File: src/rtl/vdma_burst_sched.sv
// Burst scheduler for one VDMA frame: splits each line into full AXI bursts plus an
// optional short tail, keeps one burst outstanding, and steps the address generator.
module vdma_burst_sched #(
  parameter int ASIZE       = 29,
  parameter int LSIZE       = 16,
  parameter int BURST_LEN   = 256,
  parameter int ADDR_SETTLE = 4
) (
  input  logic             clock,
  input  logic             rst,
  input  logic             frame_start,
  input  logic [LSIZE-1:0] line_beats,
  input  logic [LSIZE-1:0] line_num,
  input  logic [ASIZE-1:0] addr_in,
  output logic             new_base,
  output logic             burst_done,
  output logic             tail_done,
  output logic             cmd_valid,
  input  logic             cmd_ready,
  output logic [ASIZE-1:0] cmd_addr,
  output logic [7:0]       cmd_len,
  input  logic             burst_resp_done,
  output logic             frame_done,
  output logic             busy
);

  localparam int BL_W = (BURST_LEN > 1) ? $clog2(BURST_LEN) : 1;
  localparam int SW   = (ADDR_SETTLE > 0) ? $clog2(ADDR_SETTLE + 1) : 1;
  localparam logic [SW-1:0] SETTLE_LAST = SW'(ADDR_SETTLE - 1);

  typedef enum logic [2:0] {
    S_IDLE, S_LOAD, S_SETTLE, S_ISSUE, S_WAIT, S_ADV, S_FEND
  } state_t;

  state_t           state_q;
  logic [LSIZE-1:0] line_beats_q, line_num_q;
  logic [LSIZE-1:0] bcnt_q, lcnt_q;
  logic [SW-1:0]    settle_q;
  logic             new_base_q, burst_done_q, tail_done_q;
  logic             cmd_valid_q, frame_done_q, busy_q;
  logic [ASIZE-1:0] cmd_addr_q;
  logic [7:0]       cmd_len_q;

  // Line split derived from the latched line length (BURST_LEN is a power of two).
  logic [LSIZE-1:0] nfull, rem, bursts_per_line;
  logic             last_burst, last_line;
  logic [7:0]       cmd_len_d;

  assign nfull           = line_beats_q >> BL_W;
  assign rem             = line_beats_q & LSIZE'(BURST_LEN - 1);
  assign bursts_per_line = nfull + ((rem != '0) ? LSIZE'(1) : LSIZE'(0));
  assign last_burst      = (bcnt_q == bursts_per_line - LSIZE'(1));
  assign last_line       = (lcnt_q == line_num_q - LSIZE'(1));
  assign cmd_len_d       = (last_burst && rem != '0) ? 8'(rem - LSIZE'(1))
                                                     : 8'(BURST_LEN - 1);

  // NOTE: all state below uses non-blocking assignments so every register samples
  // pre-edge values; reset is synchronous, so it lives inside the clocked branch.
  always_ff @(posedge clock) begin
    if (rst) begin
      state_q      <= S_IDLE;
      line_beats_q <= '0;
      line_num_q   <= '0;
      bcnt_q       <= '0;
      lcnt_q       <= '0;
      settle_q     <= '0;
      new_base_q   <= 1'b0;
      burst_done_q <= 1'b0;
      tail_done_q  <= 1'b0;
      cmd_valid_q  <= 1'b0;
      frame_done_q <= 1'b0;
      busy_q       <= 1'b0;
      cmd_addr_q   <= '0;
      cmd_len_q    <= '0;
    end else begin
      case (state_q)
        S_IDLE: begin
          if (frame_start) begin
            line_beats_q <= line_beats;
            line_num_q   <= line_num;
            bcnt_q       <= '0;
            lcnt_q       <= '0;
            new_base_q   <= 1'b1;
            busy_q       <= 1'b1;
            state_q      <= S_LOAD;
          end
        end
        S_LOAD: begin
          new_base_q <= 1'b0;
          settle_q   <= '0;
          if (line_beats_q == '0 || line_num_q == '0) begin
            frame_done_q <= 1'b1;
            state_q      <= S_FEND;
          end else begin
            state_q <= S_SETTLE;
          end
        end
        S_SETTLE: begin
          // Address is sampled only once the generator has had time to react to the strobe.
          if (settle_q == SETTLE_LAST) begin
            cmd_valid_q <= 1'b1;
            cmd_addr_q  <= addr_in;
            cmd_len_q   <= cmd_len_d;
            state_q     <= S_ISSUE;
          end else begin
            settle_q <= settle_q + SW'(1);
          end
        end
        S_ISSUE: begin
          if (cmd_ready) begin
            cmd_valid_q <= 1'b0;
            state_q     <= S_WAIT;
          end
        end
        S_WAIT: begin
          if (burst_resp_done) begin
            tail_done_q  <= last_burst;
            burst_done_q <= !last_burst;
            state_q      <= S_ADV;
          end
        end
        S_ADV: begin
          burst_done_q <= 1'b0;
          tail_done_q  <= 1'b0;
          settle_q     <= '0;
          if (last_burst && last_line) begin
            frame_done_q <= 1'b1;
            state_q      <= S_FEND;
          end else if (last_burst) begin
            bcnt_q  <= '0;
            lcnt_q  <= lcnt_q + LSIZE'(1);
            state_q <= S_SETTLE;
          end else begin
            bcnt_q  <= bcnt_q + LSIZE'(1);
            state_q <= S_SETTLE;
          end
        end
        S_FEND: begin
          frame_done_q <= 1'b0;
          busy_q       <= 1'b0;
          state_q      <= S_IDLE;
        end
        default: state_q <= S_IDLE;
      endcase
    end
  end

  assign new_base   = new_base_q;
  assign burst_done = burst_done_q;
  assign tail_done  = tail_done_q;
  assign cmd_valid  = cmd_valid_q;
  assign cmd_addr   = cmd_addr_q;
  assign cmd_len    = cmd_len_q;
  assign frame_done = frame_done_q;
  assign busy       = busy_q;

endmodule

File: config.mk
export PLATFORM = sky130hd
export DESIGN_NAME = vdma_burst_sched
export DESIGN_NICKNAME = d
export VERILOG_FILES = /design/src/rtl/vdma_burst_sched.sv
export SDC_FILE = /design/constraint.sdc
export NUM_CORES = 1
export LEC_CHECK = 0
export BUFFER_PORTS_ARGS = -buffer_cell sky130_fd_sc_hd__buf_2
export CORE_MARGIN = 2
export CORE_UTILIZATION = 40
export DETAILED_ROUTE_END_ITERATION = 6
export HOLD_SLACK_MARGIN = 0.03
export PLACE_DENSITY = 0.65
export SLEW_MARGIN = 15
export SYNTH_ARGS = -nofsm -noshare
export SYNTH_HDL_FRONTEND = slang
export SYNTH_SLANG_ARGS = --single-unit
export TNS_END_PERCENT = 20
File: constraint.sdc
create_clock -name clock -period 5.3 [get_ports clock]
set_clock_uncertainty 0.1 [all_clocks]
set_input_delay 0.265 -clock clock [delete_from_list [all_inputs] [get_ports clock]]
set_output_delay 0.265 -clock clock [all_outputs]
set_load 0.005 [all_outputs]
==> impl_metrics.json <==
{
  "run_status": "complete, no violations",
  "route.detailed.vias_per_inst": 5.11,
  "arrival_ps": 4820,
  "start_kind": "flip-flop",
  "hpwlAfterDp_microns": 9570,
  "core.rowCount": 43,
  "power_per_standard_cell_area_nw_per_um2": 435,
  "floorplan.initialDensity_pct": 40.6,
  "fp.dieArea_sq_um": 14900,
  "count_leader_synth": "sky130_fd_sc_hd__nand2_1",
  "syn-num-nets": 787,
  "place.port_buffers": 108,
  "endpoint_kind": "flip-flop",
  "power.ir.vdd_worst_mv": 0.419,
  "cts_repair_resize_count": 0,
  "synth_seq_area_share_pct": 40.6,
  "rsz0062_at_grt": "false",
  "n_antenna_cell": 0,
  "max_cap_violations": 0,
  "yosysUniqueCellTypes": 63,
  "synth_ff_type": "sky130_fd_sc_hd__dfxtp_1",
  "critPathKind": "reg2reg",
  "synth_area_sq_um": 5570,
  "core_area_sq_um": 13700,
  "grt_start_max_net_pins": 83,
  "synth_top_cell_by_area": "sky130_fd_sc_hd__dfxtp_1",
  "fin_crit_period_ps": 4580,
  "stdcell_count": 1064,
  "route.detailed.drc": 0,
  "clock-root-buffer": "sky130_fd_sc_hd__clkbuf_16",
  "hold_violations": 0,
  "critical_path.max_stage_delay_ps": 560,
  "worst-slew-pin-transition_ps": 875,
  "wl_per_cell_microns": 13.9,
  "setup_slack_at_placement_ps": 744,
  "post_cts.repair.setup_buffers": 0,
  "synth-async-reset-ratio_pct": 0,
  "die_y_microns": 122,
  "grt_pass1_vias": 5043,
  "grt_util_all_layers_pct": 20.1,
  "place.detailed.instances": 970,
  "placed_area_sq_um": 6230,
  "i_o_pin_cnt": 109,
  "finish.instance_area_sq_um": 7460,
  "setup-tns-final_ps": 0,
  "synth.cells.most_frequent": "sky130_fd_sc_hd__nand2_1 (148), sky130_fd_sc_hd__dfxtp_1 (113), sky130_fd_sc_hd__a21oi_1 (93)",
  "tritoncts": "done",
  "final_net_count": 946,
  "share_of_the_synthesized_area_in_the_top_cell_type_pct": 40.6,
  "fin_util_pct": 54.4,
  "fmaxAchievable_mhz": 218,
  "netlist_top_cells_area": "sky130_fd_sc_hd__dfxtp_1 (41%), sky130_fd_sc_hd__nand2_1 (10%), sky130_fd_sc_hd__a21oi_1 (8.4%), sky130_fd_sc_hd__xnor2_1 (3.9%), sky130_fd_sc_hd__nor2_1 (3.4%)",
  "p_total_mw": 3.24,
  "tritoncts.num_buffers": 17,
  "cts.sink_count": 113,
  "reg2reg_depth": 10,
  "min_period_over_period_pct": 86.5,
  "wire_length_of_the_first_global_routing_pass_microns": 23700,
  "synthesis.instances": 712,
  "drt-initial-drc-count": 231,
  "later_pin_clock_latency_in_the_skew_report_ps": 420,
  "hold-path-cell-count": 4,
  "hp-class": "in2reg",
  "hold_ws_ps": 59.3,
  "final-max-slew-violation-count": 0,
  "p_leak_nw": 2.98,
  "postRouteWirelength_microns": 14700,
  "num_vias": 5441,
  "cts.reportedPaths.clkPinSlew_ps": 60,
  "die_width_microns": 122,
  "setup_viol_count_final": 0,
  "layout.area.seq_sq_um": 2260,
  "gpl.final_weighted_congestion": 0.843,
  "synth.ff_latch_count": 113,
  "ys.warnings.count": 0,
  "multiInputGateArea_sq_um": 3090,
  "cts_max_path_buffers": 2,
  "timing.critical_path.mode_cell": "sky130_fd_sc_hd__or4_1",
  "layout-drive-gt1-share_pct": 18.1,
  "globalRouteOverflowTotal": 0,
  "antenna_found_initial": 0,
  "cp_cell_sequence": "or4_1, nor4b_1, ha_1, or3b_2, or4bb_1, a32oi_1, and4b_1, o22ai_4, or4_1, a21oi_1",
  "worst_path_maximum_fanout": 28,
  "timing.critical_path.required_ps": 5530,
  "synth-edff-count": 0,
  "clock_tree.htree_level_count": 4,
  "drt-pass1-iter-count": 5,
  "worst_slew_margin_rel_pct": 41.2,
  "syn_to_final_growth_pct": 33.8,
  "antenna_left": 0,
  "crit_slowest_cell": "sky130_fd_sc_hd__or4_1",
  "fillers": 1242,
  "finalWorstSetupSlack_ps": 716,
  "syn_avg_cell_area_sq_um": 7.83
}
final cells by class:
type / instances / area share [%]
Multi-Input combinational cell: 546 / 41.5
Sequential cell: 113 / 30.3
Timing Repair Buffer: 176 / 16.2
Clock buffer: 18 / 5.75
Tap cell: 180 / 3.02
Clock inverter: 14 / 2.40
Inverter: 17 / 0.855
worst max-delay path, delay by kind of cell, from the launching register on:
kind | cells | cell delay [ps]
flip-flops | 1 | 350
AND/OR/NAND/NOR | 6 | 3070
AO/OA/AOI/OAI | 3 | 700
adder cells (fa/ha/maj) | 1 | 270
where the power goes:
group	leakage, nW	switching [mW]	internal [mW]
combinational	1.79	0.590	0.421
sequential	0.916	0.134	0.929
clock	0.277	0.426	0.744
layer usage:
layer  vias to the layer above  GRT usage [%]  wire (microns)
met2                       138           34.5            7240
li1                       2803              -               -
met3                        20           4.68             719
met5                         -              0               0
met4                         0           8.41             245
met1                      2480           24.1            6530
final timing paths:
path	startpoint	slack, ps	to
worst min-delay path	cmd_ready	60	cmd_valid
worst max-delay path	line_beats_q[2]	720	lcnt_q[15]
worst max register to register	line_beats_q[2]	720	lcnt_q[15]
worst min register to register	cmd_addr[24]	350	cmd_addr[24]
logic make-up after synthesis:
family | after synthesis | synth area share (%)
simple gates | 319 | 26.9
compound gates | 175 | 19.6
flops | 113 | 40.6
buf+inv | 53 | 4.04
xor+xnor | 40 | 6.29
fa+ha+maj | 9 | 2.02
mux | 3 | 0.561
registers in the layout, summed over array words and instances, names as in the netlist:
signal,cells
line_num_q,16
burst_done,1
cmd_addr,29
cmd_len,8
bcnt_q,16
cmd_valid,1
settle_q,3
new_base,1
frame_done,1
busy,1
lcnt_q,16
line_beats_q,16
tail_done,1
state_q,3
placed cells by master (no fill, tap or decap), types with 3 or more instances in the layout:
master,synthesis,final
sky130_fd_sc_hd__nor2b_1,10,10
sky130_fd_sc_hd__dfxtp_1,113,113
sky130_fd_sc_hd__a22oi_1,7,7
sky130_fd_sc_hd__o21a_1,5,5
sky130_fd_sc_hd__xnor2_1,25,25
sky130_fd_sc_hd__inv_6,0,5
sky130_fd_sc_hd__o31ai_1,11,11
sky130_fd_sc_hd__or3_1,14,14
sky130_fd_sc_hd__nand2b_1,10,10
sky130_fd_sc_hd__nor3_1,20,19
sky130_fd_sc_hd__xor2_1,15,15
sky130_fd_sc_hd__a32oi_1,3,3
sky130_fd_sc_hd__ha_1,9,9
sky130_fd_sc_hd__or4_1,9,9
sky130_fd_sc_hd__a21o_1,3,3
sky130_fd_sc_hd__nand3_1,16,16
sky130_fd_sc_hd__buf_4,0,6
sky130_fd_sc_hd__o21ai_0,5,5
sky130_fd_sc_hd__dlygate4sd3_1,0,62
sky130_fd_sc_hd__inv_1,17,17
sky130_fd_sc_hd__nand2_1,148,148
sky130_fd_sc_hd__o21ai_1,9,9
sky130_fd_sc_hd__and2_1,4,4
sky130_fd_sc_hd__a31oi_1,7,7
sky130_fd_sc_hd__and3_1,7,7
sky130_fd_sc_hd__nor2_1,51,50
sky130_fd_sc_hd__nand4_1,3,3
sky130_fd_sc_hd__a21oi_1,93,93
sky130_fd_sc_hd__bufinv_16,0,3
sky130_fd_sc_hd__clkinvlp_4,0,6
sky130_fd_sc_hd__o21ba_1,3,3
sky130_fd_sc_hd__buf_2,3,108
sky130_fd_sc_hd__clkbuf_16,0,17
sky130_fd_sc_hd__a211oi_1,10,10
sky130_fd_sc_hd__nor4_1,11,11
what timing repair did:
item,in CTS,in global routing
hold endpoints to repair,63,0
endpoints found under the setup margin,0,0
hold buffers,62,0
No activity file was read; power rests on OpenSTA's default activity.
